==> config.mk <==
export PLATFORM = sky130hd
export DESIGN_NAME = mux_n_1_arb_v
export DESIGN_NICKNAME = d
export VERILOG_FILES = /design/src/rtl/mux_n_1_arb_v_pkg.sv /design/src/rtl/mux_n_1_arb_v_rr.sv /design/src/rtl/mux_n_1_arb_v.sv
export SDC_FILE = /design/constraint.sdc
export NUM_CORES = 1
export LEC_CHECK = 0
export BUFFER_PORTS_ARGS = -buffer_cell sky130_fd_sc_hd__buf_2
export CORE_ASPECT_RATIO = 0.5
export CORE_MARGIN = 3
export CORE_UTILIZATION = 52
export DETAILED_ROUTE_END_ITERATION = 6
export GPL_TIMING_DRIVEN = 0
export PLACE_DENSITY = 0.95
export SLEW_MARGIN = 20
export SYNTH_ARGS = -nofsm -noshare
export SYNTH_HDL_FRONTEND = slang
export SYNTH_HIERARCHICAL = 1
export SYNTH_SLANG_ARGS = --single-unit
==> constraint.sdc <==
create_clock -name i_clk -period 5.5 [get_ports i_clk]
set_input_delay 0.275 -clock i_clk [delete_from_list [all_inputs] [get_ports i_clk]]
set_output_delay 0.275 -clock i_clk [all_outputs]
set_load 0.01 [all_outputs]
==> src/rtl/mux_n_1_arb_v_pkg.sv <==
// Shared mode encodings and flattened-bus slicing helper for the N:1 arbitrating mux.
package mux_arb_pkg_v;

  localparam logic [1:0] MODE_DIRECT = 2'b00;
  localparam logic [1:0] MODE_RR     = 2'b01;
  localparam logic [1:0] MODE_BURST  = 2'b10;

  // Upper bounds for the slicing helper; callers zero-extend into this width and truncate the result.
  localparam int MAX_CH = 16;
  localparam int MAX_W  = 64;

  function automatic logic [MAX_W-1:0] ch_slice(input logic [MAX_CH*MAX_W-1:0] bus,
                                                input int w,
                                                input int idx);
    logic [MAX_CH*MAX_W-1:0] sh;
    sh = bus >> (w * idx);
    return sh[MAX_W-1:0];
  endfunction

endpackage

==> src/rtl/mux_n_1_arb_v_rr.sv <==
// Combinational round-robin search: first requester strictly after ptr, wrapping modulo N_CH.
module rr_arbiter_v #(
  parameter int N_CH = 4,
  localparam int SEL_W = $clog2(N_CH)
) (
  input  logic [N_CH-1:0]  req,
  input  logic [SEL_W-1:0] ptr,
  output logic [SEL_W-1:0] gnt_idx,
  output logic             gnt_vld
);

  // Walk from farthest to nearest so the nearest requester is the last (winning) assignment.
  always_comb begin
    gnt_idx = '0;
    gnt_vld = 1'b0;
    for (int k = N_CH; k >= 1; k--) begin
      if (req[(int'(ptr) + k) % N_CH]) begin
        gnt_idx = SEL_W'((int'(ptr) + k) % N_CH);
        gnt_vld = 1'b1;
      end
    end
  end

endmodule

==> src/rtl/mux_n_1_arb_v.sv <==
// N-channel registered mux with valid/ready per channel and direct / round-robin / burst arbitration.
// One-cycle latency; i_ready feeds o_ready combinationally so a beat can drain and reload each cycle.
module mux_n_1_arb_v
  import mux_arb_pkg_v::*;
#(
  parameter int N_CH    = 4,
  parameter int W       = 8,
  parameter int P_BURST = 4,
  localparam int SEL_W  = $clog2(N_CH)
) (
  input  logic              i_clk,
  input  logic              i_rst,
  input  logic              i_en,
  input  logic [1:0]        i_mode,
  input  logic [SEL_W-1:0]  i_sel_code,
  input  logic [N_CH*W-1:0] i_code,
  input  logic [N_CH-1:0]   i_valid,
  output logic [N_CH-1:0]   o_ready,
  output logic [W-1:0]      o_code,
  output logic              o_valid,
  output logic [SEL_W-1:0]  o_sel_code,
  input  logic              i_ready
);

  localparam int CNT_W = 4;

  logic [W-1:0]       o_code_q, o_code_d;
  logic               o_valid_q, o_valid_d;
  logic [SEL_W-1:0]   o_sel_q, o_sel_d;
  logic [SEL_W-1:0]   rr_ptr_q, rr_ptr_d;
  logic [SEL_W-1:0]   lock_ch_q, lock_ch_d;
  logic [CNT_W-1:0]   burst_cnt_q, burst_cnt_d;

  logic [MAX_CH*MAX_W-1:0] code_bus;
  logic [N_CH-1:0]    v_sel_sh, v_lock_sh;
  logic [SEL_W-1:0]   rr_idx, g;
  logic               rr_vld, gv, burst_open, lock_hold, load_ok, xfer;

  rr_arbiter_v #(.N_CH(N_CH)) u_rr (
    .req     (i_valid),
    .ptr     (rr_ptr_q),
    .gnt_idx (rr_idx),
    .gnt_vld (rr_vld)
  );

  // Shifts keep an out-of-range select from indexing past the valid vector.
  assign v_sel_sh   = i_valid >> i_sel_code;
  assign v_lock_sh  = i_valid >> lock_ch_q;
  assign burst_open = (burst_cnt_q != '0) && (burst_cnt_q < CNT_W'(P_BURST));
  assign lock_hold  = v_lock_sh[0] && burst_open;
  assign load_ok    = i_en && (!o_valid_q || i_ready);

  always_comb begin
    code_bus = '0;
    code_bus[N_CH*W-1:0] = i_code;
  end

  always_comb begin
    g  = i_sel_code;
    gv = (int'(i_sel_code) < N_CH) && v_sel_sh[0];
    case (i_mode)
      MODE_RR: begin
        g  = rr_idx;
        gv = rr_vld;
      end
      MODE_BURST: begin
        g  = lock_hold ? lock_ch_q : rr_idx;
        gv = lock_hold | rr_vld;
      end
      default: ;
    endcase
  end

  always_comb begin
    o_ready = '0;
    if (load_ok && gv && !i_rst) o_ready[g] = 1'b1;
  end

  assign xfer = |(o_ready & i_valid);

  always_comb begin
    o_code_d    = o_code_q;
    o_valid_d   = o_valid_q;
    o_sel_d     = o_sel_q;
    rr_ptr_d    = rr_ptr_q;
    lock_ch_d   = lock_ch_q;
    burst_cnt_d = burst_cnt_q;
    if (xfer) begin
      o_code_d  = W'(ch_slice(code_bus, W, int'(g)));
      o_sel_d   = g;
      o_valid_d = 1'b1;
      if (i_mode == MODE_RR) begin
        rr_ptr_d    = g;
        burst_cnt_d = '0;
      end else if (i_mode == MODE_BURST) begin
        rr_ptr_d    = g;
        lock_ch_d   = g;
        burst_cnt_d = (g == lock_ch_q && burst_open) ? burst_cnt_q + 1'b1 : CNT_W'(1);
      end else begin
        burst_cnt_d = '0;
      end
    end else if (o_valid_q && i_ready) begin
      o_valid_d = 1'b0;
    end
  end

  always_ff @(posedge i_clk or posedge i_rst) begin
    if (i_rst) begin
      o_code_q    <= '0;
      o_valid_q   <= 1'b0;
      o_sel_q     <= '0;
      rr_ptr_q    <= SEL_W'(N_CH - 1);
      lock_ch_q   <= '0;
      burst_cnt_q <= '0;
    end else begin
      o_code_q    <= o_code_d;
      o_valid_q   <= o_valid_d;
      o_sel_q     <= o_sel_d;
      rr_ptr_q    <= rr_ptr_d;
      lock_ch_q   <= lock_ch_d;
      burst_cnt_q <= burst_cnt_d;
    end
  end

  assign o_code     = o_code_q;
  assign o_valid    = o_valid_q;
  assign o_sel_code = o_sel_q;

endmodule
Word-level counts from Yosys, hierarchy flattened
Index checks and enable logic that the tools add are counted.
{ "op_classes": {"order_cmp": 7, "add_sub_neg": 5, "n_bitwise": 7, "muxes": 33, "shifts": 3, "reduce_logical": 21, "n_eq_ne": 3} }
{ "op_table": {"columns": ["cell", "n"], "rows": [
  ["$shr A32 B5 Y8", 1],
  ["$lt A3 B4 Y1 const B", 4],
  ["$mux W4", 4],
  ["$mux W1", 15],
  ["$mux W2", 7],
  ["$bmux W1 S2", 4],
  ["$logic_and A1 B1 Y1", 8],
  ["$reduce_or A2 Y1", 4],
  ["$shr A4 B2 Y1", 2],
  ["$add A2 B1 Y2 const B", 2],
  ["$add A2 B2 Y2 const B", 2],
  ["$add A4 B1 Y4 const B", 1],
  ["$and A1 B1 Y1 const A", 4],
  ["$and A4 B4 Y4", 1],
  ["$lt A4 B3 Y1 const B", 1],
  ["$pmux W2 S2", 1],
  ["$reduce_bool A2 Y1", 2],
  ["$reduce_bool A4 Y1", 1],
  ["$reduce_or A4 Y1", 1],
  ["$lt A2 B3 Y1 const B", 1],
  ["$reduce_and A3 Y1", 1],
  ["$demux W1 S2", 1],
  ["$eq A2 B1 Y1 const B", 1],
  ["$eq A2 B2 Y1", 1],
  ["other kinds (8)", 9]
]} }
{ "totals": {"in_bits": 44, "word_cells": 85, "register_bits": 19, "out_inout_bits": 15} }

Depth between registers and ports, before layout
Gate-level depths: netlist (run 1).
{ "logic_depth": {"ltp_word": 20, "ltp_mapped": 11, "mapped_depth_nobuf": 10} }

By module
The synthesis (run 1) kept the hierarchy.
{ "modules_own_cells": {"columns": ["mod", "instances", "cells_each", "area_per_inst_um2", "seq_area_each_um2"], "rows": [
  ["mux_n_1_arb_v", 1, 137, 1407.6, 478.0],
  ["rr_arbiter_v", 1, 14, 91.3, 0.0]
]} }

Worst setup path after synthesis (run 1)
OpenSTA, ideal clock, no wires.
{ "synth_timing": {"path_type": "reg-to-reg", "startpoint": "reg burst_cnt_q[0]", "endpoint": "reg o_code_q[0], in the netlist o_code[0]", "slack_ps": 2787, "n_path_buf": 1, "required_ps": 5375, "stages_incl_launch_ff": 11, "period_less_slack_ps": 2713, "arrival_time_ps": 2588, "setup_time_ps": 125, "cell_sequence": "dfrtp_1 > inv_1 > ha_1 > nor3_1 > nand4_1 > a31oi_4 > mux2i_1 > nor3_4 > nor2_2 > buf_6 > mux2_4"} }
{ "synth_between": {"elab_chain_cells": 12, "elab_cells_between_ends": 19, "classes_between": "3 x order compare; 1 x shift; 6 x mux; 2 x bitwise; 7 x reduce/logical"} }
{ "synth_lines": {"columns": ["element", "line", "rtl"], "rows": [
  ["start, declared", "mux_n_1_arb_v.sv:32", "logic [CNT_W-1:0] burst_cnt_q, burst_cnt_d;"],
  ["start signal, assigned", "mux_n_1_arb_v.sv:121", "burst_cnt_q <= burst_cnt_d;"],
  ["$lt A4 B3 Y1 / $reduce_bool A4 Y1 (equally long branches)", "mux_n_1_arb_v.sv:49", "assign burst_open = (burst_cnt_q != '0) && (burst_cnt_q < CNT_W'(P_BURST));"],
  ["$logic_and A1 B1 Y1 (*)", "mux_n_1_arb_v.sv:49", null],
  ["$logic_and A1 B1 Y1 (*)", "mux_n_1_arb_v.sv:50", "assign lock_hold = v_lock_sh[0] && burst_open;"],
  ["$mux W2", "mux_n_1_arb_v.sv:67", "g = lock_hold ? lock_ch_q : rr_idx;"],
  ["$pmux W2 S2", "mux_n_1_arb_v.sv:61", "case (i_mode)"],
  ["$lt A2 B3 Y1 (implied by the code) / $ge A2 B1 Y1 (equally long branches)", "mux_n_1_arb_v.sv:76", "if (load_ok && gv && !i_rst) o_ready[g] = 1'b1;"],
  ["$logic_and A1 B1 Y1 (implied by the code)", "mux_n_1_arb_v.sv:76", null],
  ["$mux W1 (implied by the code)", "mux_n_1_arb_v.sv:76", null],
  ["$demux W1 S2", "mux_n_1_arb_v.sv:76", null],
  ["$mux W4", "mux_n_1_arb_v.sv:76", null],
  ["$and A4 B4 Y4", "mux_n_1_arb_v.sv:79", "assign xfer = |(o_ready & i_valid);"],
  ["$reduce_or A4 Y1", "mux_n_1_arb_v.sv:79", null],
  ["end signal, assigned", "mux_n_1_arb_v.sv:116", "o_code_q <= o_code_d;"],
  ["end, declared", "mux_n_1_arb_v.sv:27", "logic [W-1:0] o_code_q, o_code_d;"]
]} }
Mark *: on every way between the ends. The rest lies on a longest branch, timed or not.
A chain may end at the register's enable or synchronous reset.

Worst setup path after layout (run 1)
{ "layout_timing": {"startpoint": "reg burst_cnt_q[0]", "endpoint": "out o_ready[3]"} }
{ "layout_between": {"elab_chain_cells": 10, "elab_cells_between_ends": 16, "classes_between": "3 x order compare; 6 x mux; 1 x bitwise; 6 x reduce/logical"} }
{ "layout_lines": {"columns": ["element", "line", "rtl"], "rows": [
  ["$lt A4 B3 Y1 / $reduce_bool A4 Y1 (equally long branches)", "mux_n_1_arb_v.sv:49", null],
  ["$logic_and A1 B1 Y1 (*)", "mux_n_1_arb_v.sv:49", null],
  ["$logic_and A1 B1 Y1 (*)", "mux_n_1_arb_v.sv:50", null],
  ["$mux W2", "mux_n_1_arb_v.sv:67", null],
  ["$pmux W2 S2", "mux_n_1_arb_v.sv:61", null],
  ["$lt A2 B3 Y1 (implied by the code) / $ge A2 B1 Y1 (equally long branches)", "mux_n_1_arb_v.sv:76", null],
  ["$logic_and A1 B1 Y1 (implied by the code)", "mux_n_1_arb_v.sv:76", null],
  ["$mux W1 (implied by the code)", "mux_n_1_arb_v.sv:76", null],
  ["$demux W1 S2", "mux_n_1_arb_v.sv:76", null],
  ["$mux W4 (*)", "mux_n_1_arb_v.sv:76", null],
  ["end, declared", "mux_n_1_arb_v.sv:18", "output logic [N_CH-1:0] o_ready,"]
]} }
Marked as above.

==> results of run 1 <==
[cells by family after synthesis]
kind of cell	after synthesis	synth area share, %
buffers and inverters	17	5.18
multiplexers	29	24.0
flip-flops	19	31.9
AND/OR/NAND/NOR	40	15.4
XOR/XNOR	1	0.584
AO/OA/AOI/OAI	41	19.5
adder cells (fa/ha/maj)	4	3.34
[state kept, by name, indices dropped and copies added, names as in the netlist]
register,count
o_sel_code,2
o_code,8
rr_ptr_q,2
o_valid,1
burst_cnt_q,4
lock_ch_q,2
[area by class of cell]
type,count,area (um^2),area share (%)
repair buffers,58,290,15.4
inverters,10,37.5,1.99
clock buffers,3,41.3,2.19
well taps,37,46.3,2.46
flip-flops and latches,19,478,25.4
clock inverters,1,5.00,0.266
plain buffers,7,40.0,2.13
multi-input cells,115,943,50.1
[power breakdown]
part           internal, mW  switching (mW)
combinational         0.162           0.162
clock                0.0505          0.0495
sequential            0.198          0.0450
total                 0.410           0.257
[synth_stat cells (all sizes together) (2+ instances only)]
| library cell | instances | area share [%] |
|---|---|---|
| nor2b | 10 | 4.2 |
| nor2 | 8 | 2.2 |
| dfstp | 2 | 3.5 |
| ha | 4 | 3.3 |
| clkbuf | 2 | 0.50 |
| dfrtp | 17 | 28 |
| nor4b | 2 | 1.2 |
| a21oi | 13 | 4.6 |
| a31oi | 4 | 2.7 |
| mux2 | 15 | 13 |
| nand2b | 5 | 2.1 |
| inv | 10 | 2.5 |
| o221ai | 2 | 1.6 |
| mux4 | 2 | 3.0 |
| buf | 5 | 2.2 |
| o21a | 2 | 1.0 |
| mux2i | 12 | 8.0 |
| o21ai | 4 | 1.3 |
| nor3 | 2 | 1.4 |
| nand2 | 6 | 1.5 |
| or2 | 2 | 0.83 |
| a211oi | 8 | 4.0 |
[how the worst max path moves through the flow]
stage	end	slack (ns)	startpoint	cells past startpoint
4_1_cts	o_ready[3]	2.02	burst_cnt_q[0]	9
2_1_floorplan	o_code[0]	2.79	burst_cnt_q[0]	10
6_report	o_ready[3]	1.99	burst_cnt_q[0]	9
3_3_place_gp	o_code[0]	2.39	burst_cnt_q[0]	10
3_5_place_dp	o_code[3]	2.23	burst_cnt_q[0]	10
5_1_grt	o_ready[3]	1.79	burst_cnt_q[0]	9
[stage by stage]
step	cell area, um^2	utilization, %	std cells	hold WS [ns]
global placement	1840	68.8	246	0.427
CTS	1880	70.5	250	0.164
floorplan	1500	-	151	0.233
detailed placement	1840	68.8	246	0.448
finish	1880	70.5	250	0.138
global route	1880	70.5	250	0.212
[metal layers]
metal  vias to the layer above  global-route usage, %
met2                        61                   42.1
li1                        678                      -
met1                       673                   28.1
met4                         0                   4.64
met3                         7                   4.77
met5                         -                      0
[layout by cell type (no fill, tap or decap), drive strengths merged]
cell / count
inv: 10
a31o: 1
buf: 63
o31ai: 1
a31oi: 4
and3: 1
nor4b: 2
clkinv: 1
nand4: 1
o211ai: 1
dfstp: 2
nand2: 6
o221ai: 2
and2: 1
nor2: 8
a21oi: 13
a211oi: 8
a21boi: 1
o2111ai: 1
mux2: 15
nor2b: 10
o22ai: 1
or2: 2
nand3: 1
xor2: 1
o311ai: 1
ha: 4
nand2b: 5
dfrtp: 17
nor3: 2
o21a: 2
o21ai: 4
and2b: 1
mux2i: 12
clkbuf: 5
a41o: 1
mux4: 2
[worst max-delay path, cell delays in order (launching register included)]
cell	delay [ns]
dfrtp_1	0.40
inv_1	0.07
ha_1	0.19
nor3_1	0.69
nand4_1	0.28
a31oi_4	0.33
buf_2	0.29
clkbuf_1	0.38
and3_1	0.21
buf_2	0.12
==> summary.md, run 1 <==
| Metric | Value |
|---|---|
| All-Layer GR Usage | between 20% and 30% |
| Unrepaired setup endpoints after global routing | false |
| Count of hold-fix buffers inserted at cts | 0 |
| Worst-case headroom to the max-slew limit | 39.7% |
| Row cnt | 13 |
| Class of the worst hold path | in2async |
| Initial cell density of the core | 56.2% |
| First drt pass iteration count | 4 |
| DR iter-0 viols | 95 |
| Remaining design rule violation count | 0 |
| Worst reg2reg endpoint | o_code[3] |
| Fraction of layout cells with a size suffix above 1 | 43.7% |
| Floorplan die width | 81.9 um |
| CTS tree | done |
| Area of the die | 3600 um^2 |
| Run status | finished clean |
| Sink count of the clock tree | 19 |
| Number of cells traversed by the worst register-to-register path | 10 |
| Power density over cell area | 354 nW/um^2 |
| Count of final max-slew check failures | 0 |
| Signal arrival time at the worst endpoint | 3.24 ns |
| Final min period | between 3 and 4 ns |
| Overflow left after global routing | 0 |
| Worst-skew pair later-pin latency | 0.26 ns |
| Average wire per standard cell | 15.9 um |
| Met2 wirelength from detailed routing | 1960 um |
| Routed length on met1 | 1650 um |
| Flop and latch count out of synthesis | 19 |
| CP Capture Type | output port |
| Core area | between 2000 and 3000 um^2 |
| Register clock-pin slew on the reported worst setup and hold paths | roughly 0.070 ns |
| Post-synth design cell area | 1500 um^2 |
| Antenna violations before repair | 0 |
| Final total power | ~670 uW |
| Proportion of synthesized flip-flops having asynchronous set or reset | between 90% and 100% |
| Internal reg-to-reg setup slack | 2.13 ns |
| Sum of met3 wire segment lengths after detailed routing | approximately 330 um |
| Crit Path Category | reg2out |
| Via count of the routed design | 1419 |
| Number of buffers inserted by port buffering | between 50 and 60 |
| Number of maximum-capacitance violations | 0 |
| Sequential cell area fraction in the yosys report | 31.9% |
| Number of setup buffers added after CTS | 0 |
| Commonest register cell after synthesis | dfrtp_1 |
| Resized Gates After CTS | 0 |
| Final setup violating endpoints | 0 |
| First-pass GRT wire length | 6290 um |
| Die height | 44.0 um |
| Syn_nets | 199 |
| Post-synthesis area per instance | 9.93 um^2 |
| Maximum fanout along the worst path | 10 |
| Fillcell total | 197 |
| Area Growth Syn to Fin | 25.5% |
| Clock Path Buffers | 2 |
| Per-cell via count in the routed design | approximately 5.7 |
| FMAX | between 200 and 300 MHz |
| I/O pin cnt | 59 |
| Number of instances in the synthesized netlist | about 150 |
| Required time of the critical path | 5.22 ns |
| Number of diodes | 0 |
| Highest routed layer | met4 |
| Detail Placement HPWL | 3010 um |
| Count of endpoints failing hold in the final timing report | 0 |
| Master cell of the clock root buffer | clkbuf_8 |
| Number of buffers inserted during clock tree synthesis | 3 |
| Startpoint class of the critical path | flop |
| Number of global-route vias before repair | 1409 |
| Count of flip-flops with a built-in enable after synthesis | 0 |
| Worst slack, placed | between 2 and 2.5 ns |
| Number of nets with antenna violations after detailed routing | 0 |
| Number of unique standard cell types used by synthesis | 45 |
| Reg2reg start | burst_cnt_q[0] |
| Setup skew after layout | 0.00251 ns |
| Routed WL | 3980 um |
| Level count of the clock H-tree | 1 |
| Weighted congestion reported at the end of routability-driven placement | 0.931 |
| Static power due to leakage | 0.939 nW |
| Maximum number of pins on one net before global-route repair | 21 |
| Final-layout setup total negative slack | 0 ns |
| PnR worst setup slack | 1.99 ns |
| Nets@finish | 262 |
| Final period utilization | between 60% and 70% |
| Actual transition at the worst max-transition pin | 0.897 ns |
| Warning count from the yosys run | 6 |
| Maximum vdd ir drop | 0.168 mV |
Note: power is estimated with default switching activity, not from simulation.
==> inputs of run 2 (changes only) <==
CORE_UTILIZATION = 49   (was 52)
PLACE_DENSITY = 0.92   (was 0.95)
clock period = 3.25 ns   (was 5.5 ns; I/O delays follow)
==> summary.md, run 2 (synthesized netlist as in run 1, its figures left out) <==
| Metric | Value |
|---|---|
| Run status | finished clean |
| Power density over cell area | 600 nW/um^2 |
| CTS tree | done |
| Detail Placement HPWL | 3050 um |
| FMAX | 332 MHz |
| Unrepaired setup endpoints after global routing | false |
| Initial cell density of the core | 54.5% |
| Core area | approximately 2700 um^2 |
| Per-cell via count in the routed design | 5.69 |
| First-pass GRT wire length | 6550 um |
| Antenna violations before repair | 0 |
| Number of flip-flops under the largest register name | 8 |
| Startpoint class of the critical path | flop |
| Count of final max-slew check failures | 0 |
| Floorplan die width | 84.2 um |
| I/O pin cnt | ~60 |
| First drt pass iteration count | 4 |
| PnR worst setup slack | 0.234 ns |
| Signal arrival time at the worst endpoint | 2.85 ns |
| Number of placed instances with taps included | 246 |
| Number of standard cells in the final layout excluding fillers | 250 |
| Reg2reg start | lock_ch_q[0] |
| Static power due to leakage | between 0.9 and 1 nW |
| Register clock-pin slew on the reported worst setup and hold paths | 0.07 ns |
| Maximum vdd ir drop | 0.313 mV |
| Final total power | around 1.1 mW |
| Worst reg2reg endpoint | o_code[1] |
| Worst-skew pair later-pin latency | between 0.2 and 0.3 ns |
| Row cnt | 13 |
| Level count of the clock H-tree | 1 |
| Average wire per standard cell | between 15 and 20 um |
| Via count of the routed design | 1422 |
| Final-layout setup total negative slack | 0 ns |
| Maximum fanout along the worst path | 10 |
| Class of the worst hold path | in2async |
| Number of global-route vias before repair | about 1400 |
| Clock Path Buffers | 2 |
| Routed WL | 3990 um |
| Required time of the critical path | 3.09 ns |
| Number of nets with antenna violations after detailed routing | 0 |
| Nets@finish | 262 |
| Crit Path Category | reg2out |
| Actual transition at the worst max-transition pin | 0.732 ns |
| Overflow left after global routing | 0 |
| Final period utilization | 92.8% |
| Worst slack, placed | 0.0167 ns |
| Number of cells traversed by the worst register-to-register path | 8 |
| Setup skew after layout | around 0.0041 ns |
| Remaining design rule violation count | 0 |
| CP Capture Type | output port |
| Number of maximum-capacitance violations | 0 |
| All-Layer GR Usage | 21.9% |
| Count of hold-fix buffers inserted at cts | 0 |
| Final setup violating endpoints | 0 |
| DP Area | between 1500 and 2000 um^2 |
| Finished layout cell area | 1900 um^2 |
| Number of diodes | 0 |
| Fraction of layout cells with a size suffix above 1 | 45.1% |
| Final min period | around 3.0 ns |
| Maximum number of pins on one net before global-route repair | 21 |
| Number of buffers inserted by port buffering | 58 |
| Leading cell type in the layout, fill and taps excluded | buf_2 |
| Commonest cells after routing, fill and taps aside | buf_2 (60), dfrtp_1 (17), mux2i_1 (12), a21oi_1 (12) |
| Area of combinational cells with multiple inputs | 955 um^2 |
| Hold Slack | slightly below 0.02 ns |
| Resized Gates After CTS | 1 |
| Core occupancy in the finished layout | 69.0% |
| Footprint of the flip-flops and latches | 478 um^2 |
| Worst-case headroom to the max-slew limit | 51.2% |
| Die height | 45.1 um |
| Weighted congestion reported at the end of routability-driven placement | approximately 0.86 |
| Area Growth Syn to Fin | 26.5% |
| Number of setup buffers added after CTS | 0 |
| DR iter-0 viols | 84 |
| Fillcell total | 203 |
| Count of endpoints failing hold in the final timing report | 0 |
| Master cell of the clock root buffer | clkbuf_8 |
| Sink count of the clock tree | 19 |
| Internal reg-to-reg setup slack | 0.24 ns |
| Number of buffers inserted during clock tree synthesis | 3 |
| Area of the die | 3800 um^2 |
-- run 2: how the worst max path moves through the flow --
stage	depth (start not counted)	slack [ns]	endpoint	startpoint
after detailed placement	10	0.02	o_code[1]	burst_cnt_q[0]
after CTS	8	0.06	o_ready[3]	lock_ch_q[0]
after global routing	8	0.02	o_ready[3]	lock_ch_q[0]
after global placement	10	0.12	o_code[1]	burst_cnt_q[0]
after floorplan	10	0.54	o_code[0]	burst_cnt_q[0]
final	8	0.23	o_ready[3]	lock_ch_q[0]
-- run 2: where the power goes --
part	switching, mW	total (mW)	leakage [nW]	internal (mW)
clock network	0.0776	0.163	0.0255	0.0852
logic	0.284	0.564	0.687	0.281
registers	0.0751	0.410	0.233	0.335
-- run 2: routing by layer --
layer	vias to the layer above	routed length [um]	GRT usage (%)
li1	676	-	-
met1	677	1620	26.1
met2	59	2000	40.1
met3	10	307	5.46
met4	0	59	6.73
met5	-	0	0
-- run 2: critical path: stages, from the launching register on --
cell and delay (ns):
dfrtp_1 0.48, mux4_2 0.60, a21boi_0 0.21, o21a_1 0.17, o21a_1 0.25, buf_2 0.27
clkbuf_2 0.29, and3_1 0.19, buf_2 0.12
-- run 2: cell type report --
cell class,instances,share of cell area (%)
sequential,19,25.2
buffer,7,2.24
timing repair buffer,58,15.3
tap,37,2.44
multi-input combinational,115,50.4
clock inverter,1,0.264
inverter,10,1.98
clock buffer,3,2.18
==> inputs of run 3 (changes only) <==
CORE_ASPECT_RATIO = unset   (was 0.5)
MAX_ROUTING_LAYER = met4   (was unset)
SYNTH_HIERARCHICAL = unset   (was 1)
==> summary.md, run 3 <==
| Metric | Value |
|---|---|
| Remaining design rule violation count | 0 |
| Required time of the critical path | 3.09 ns |
| Worst-skew pair later-pin latency | 0.30 ns |
| CP Cell Sequence | inv_1 -> ha_1 -> or3_1 -> nor3_1 -> a311oi_4 -> o31ai_4 -> buf_6 -> buf_12 -> and3_1 -> buf_2 |
| Most area-hungry cell type in the Yosys netlist | dfrtp_1 |
| Crit path max-delay cell type | o31ai_4 |
| Number of global-route vias before repair | 1391 |
| CP Capture Type | output port |
| Count of final max-slew check failures | 0 |
| Level count of the clock H-tree | 1 |
| Floorplan die width | 62.1 um |
| Detail Placement HPWL | a little over 3000 um |
| Final total power | slightly above 1 mW |
| Power Internal | 613 uW |
| Maximum single-stage delay on the critical path | 0.45 ns |
| Commonest cells after routing, fill and taps aside | buf_2 (60), dfrtp_1 (17), mux2i_1 (12) |
| Signal arrival time at the worst endpoint | 2.85 ns |
| Buffer and inverter count on the worst path | 4 |
| Combinational fraction of design power | 50.2% |
| Switching fraction of total power | 39.6% |
| Class of the worst hold path | in2reg |
| Sequential cell area fraction in the yosys report | 31.0% |
| Clock Path Buffers | 2 |
| Worst-case headroom to the max-slew limit | 52.4% |
| Final setup violating endpoints | 0 |
| Maximum vdd ir drop | between 0.2 and 0.3 mV |
| Number of unique standard cell types used by synthesis | 46 |
| Startpoint class of the critical path | flop |
| Average wire per standard cell | ~15 um |
| Power density over cell area | 530 nW/um^2 |
| Leading cell type in the layout, fill and taps excluded | buf_2 |
| Number of flip-flops under the largest register name | 8 |
| Number of setup buffers added after CTS | 0 |
| Register clock-pin slew on the reported worst setup and hold paths | ~0.12 ns |
| Overflow left after global routing | 0 |
| First-pass GRT wire length | 6220 um |
| Footprint of the flip-flops and latches | 478 um^2 |
| Antenna violations before repair | 0 |
| Number of diodes | 0 |
| Maximum number of pins on one net before global-route repair | 20 |
| Final period utilization | ~93% |
| Final min period | 3.01 ns |
| Cells taking the most area after synthesis | dfrtp_1 (28%), mux2i_1 (7.8%), a22oi_1 (3.9%) |
| Weighted congestion reported at the end of routability-driven placement | between 0.9 and 1 |
| Number of buffers inserted by port buffering | 57 |
| Fillcell total | ~230 |
| Initial cell density of the core | between 50% and 60% |
| Unrepaired setup endpoints after global routing | false |
| Number of instances in the synthesized netlist | 155 |
| Run status | finished clean |
| Sink count of the clock tree | 19 |
| Fraction of layout cells with a size suffix above 1 | 38.7% |
| Die height | 62.1 um |
| All-Layer GR Usage | 22.6% |
| Area of combinational cells with multiple inputs | 950 um^2 |
| Proportion of power drawn by flip-flops and latches | 37.8% |
| Leading cell type by number of instances after synthesis | dfrtp_1 |
| Nets@finish | about 270 |
| Commonest register cell after synthesis | dfrtp_1 |
| FMAX | 332 MHz |
| Proportion of synthesized flip-flops having asynchronous set or reset | 100% |
| Count of flip-flops with a built-in enable after synthesis | 0 |
| Fraction of post-synthesis cell area in the top cell type by area | about 28% |
| Final-layout setup total negative slack | 0 ns |
| Resized Gates After CTS | 0 |
| Count of hold-fix buffers inserted at cts | 1 |
| Post-synth design cell area | 1540 um^2 |
| Warning count from the yosys run | 0 |
| Actual transition at the worst max-transition pin | 0.713 ns |
| Via count of the routed design | 1461 |
| Master cell of the clock root buffer | clkbuf_4 |
| Core area | about 2900 um^2 |
| Flop and latch count out of synthesis | 19 |
| Number of maximum-capacitance violations | 0 |
| Syn_nets | ~200 |
| Setup skew after layout | 0.00497 ns |
| Number of buffers inserted during clock tree synthesis | 3 |
| CTS tree | done |
| Number of nets with antenna violations after detailed routing | 0 |
| Count of endpoints failing hold in the final timing report | 0 |
| First drt pass iteration count | 4 |
| Row cnt | 19 |
| Crit Path Category | reg2out |
| DR iter-0 viols | 92 |
| Area of the die | slightly below 4000 um^2 |
| Post-synthesis area per instance | slightly below 10 um^2 |
| I/O pin cnt | 59 |
| Area Growth Syn to Fin | 24.4% |
| Clk pwr share | 12.0% |
| Synth cell count leaders | dfrtp_1 (17), mux2i_1 (12), inv_1 (11) |
| Cell type group with the largest total delay on the critical path | simple AND/OR/NAND/NOR gates |
| Per-cell via count in the routed design | ~5.6 |
| Static power due to leakage | 0.921 nW |
| Maximum fanout along the worst path | 10 |
| Power spent charging and discharging nets | 403 uW |
| Routed WL | 3920 um |
==> run 3: power by group through the flow <==
stage | sequential, mW | clock, mW | combinational (mW)
2_1_floorplan | 0.401 | 0 | 0.338
3_3_place_gp | 0.385 | 0 | 0.491
3_5_place_dp | 0.385 | 0 | 0.509
4_1_cts | 0.383 | 0.121 | 0.511
5_1_grt | 0.394 | 0.132 | 0.562
6_report | 0.384 | 0.122 | 0.510
==> run 3: per-layer routing <==
| metal | wire [um] | vias up | track usage [%] |
|---|---|---|---|
| met3 | 310 | 4 | 3.31 |
| li1 | - | 704 | - |
| met4 | 31 | 0 | 6.97 |
| met1 | 1690 | 674 | 30.3 |
| met2 | 1890 | 79 | 35.4 |
| met5 | 0 | - | - |
==> run 3: worst paths after layout <==
path                                 from             to  slack (ns)  depth (start not counted)
setup / recovery           burst_cnt_q[0]     o_ready[0]        0.24                         10
hold reg to reg             o_sel_code[0]  o_sel_code[0]        0.50                          2
hold / removal                 i_code[25]      o_code[1]        0.12                          3
max in group asynchronous           i_rst  o_sel_code[1]        2.28                          3
setup reg to reg           burst_cnt_q[0]      o_code[2]        0.41                         10
min in group asynchronous           i_rst      o_code[6]        0.52                          3
==> run 3: cell families (layout without fill, tap and decap cells) <==
| group | Yosys count | count (layout) | synth area share [%] |
|---|---|---|---|
| AO/OA/AOI/OAI | 45 | 45 | 23.9 |
| XOR/XNOR | 1 | 1 | 0.568 |
| adder cells (fa/ha/maj) | 4 | 4 | 3.25 |
| buffers and inverters | 19 | 81 | 7.39 |
| flip-flops | 19 | 19 | 31.0 |
| multiplexers | 23 | 23 | 17.3 |
| AND/OR/NAND/NOR | 44 | 44 | 16.6 |
==> run 3: worst register-to-register path: cells and delay by family (launching register included) <==
| kind | cells | cell delay (ns) |
|---|---|---|
| AOI/OAI and AO/OA | 4 | 0.81 |
| adders and majority gates | 1 | 0.21 |
| DFF | 1 | 0.38 |
| and+or+nand+nor | 2 | 0.67 |
| muxes | 1 | 0.36 |
| buffers and inverters | 2 | 0.31 |
==> run 3: layout make-up <==
cell class                      count  share of cell area, %
Tap cell                           42                   2.74
Timing Repair Buffer               58                   15.4
Sequential cell                    19                   24.9
Clock buffer                        3                   1.17
Inverter                           11                   2.15
Buffer                              8                   3.79
Multi-Input combinational cell    117                   49.5
Clock inverter                      1                  0.261
==> run 3: metrics by stage <==
| stage | cell area [um^2] | setup slack (ns) | utilization (%) | cells | hold slack (ns) |
|---|---|---|---|---|---|
| global route | 1920 | 0.0729 | 66.6 | 259 | 0.134 |
| floorplan | 1540 | 0.724 | - | 155 | 0.112 |
| CTS | 1920 | 0.225 | 66.6 | 259 | 0.124 |
| detailed placement | 1880 | 0.434 | 65.3 | 254 | 0.316 |
| finish | 1920 | 0.236 | 66.6 | 259 | 0.123 |
| global placement | 1880 | 0.504 | 65.3 | 254 | 0.306 |
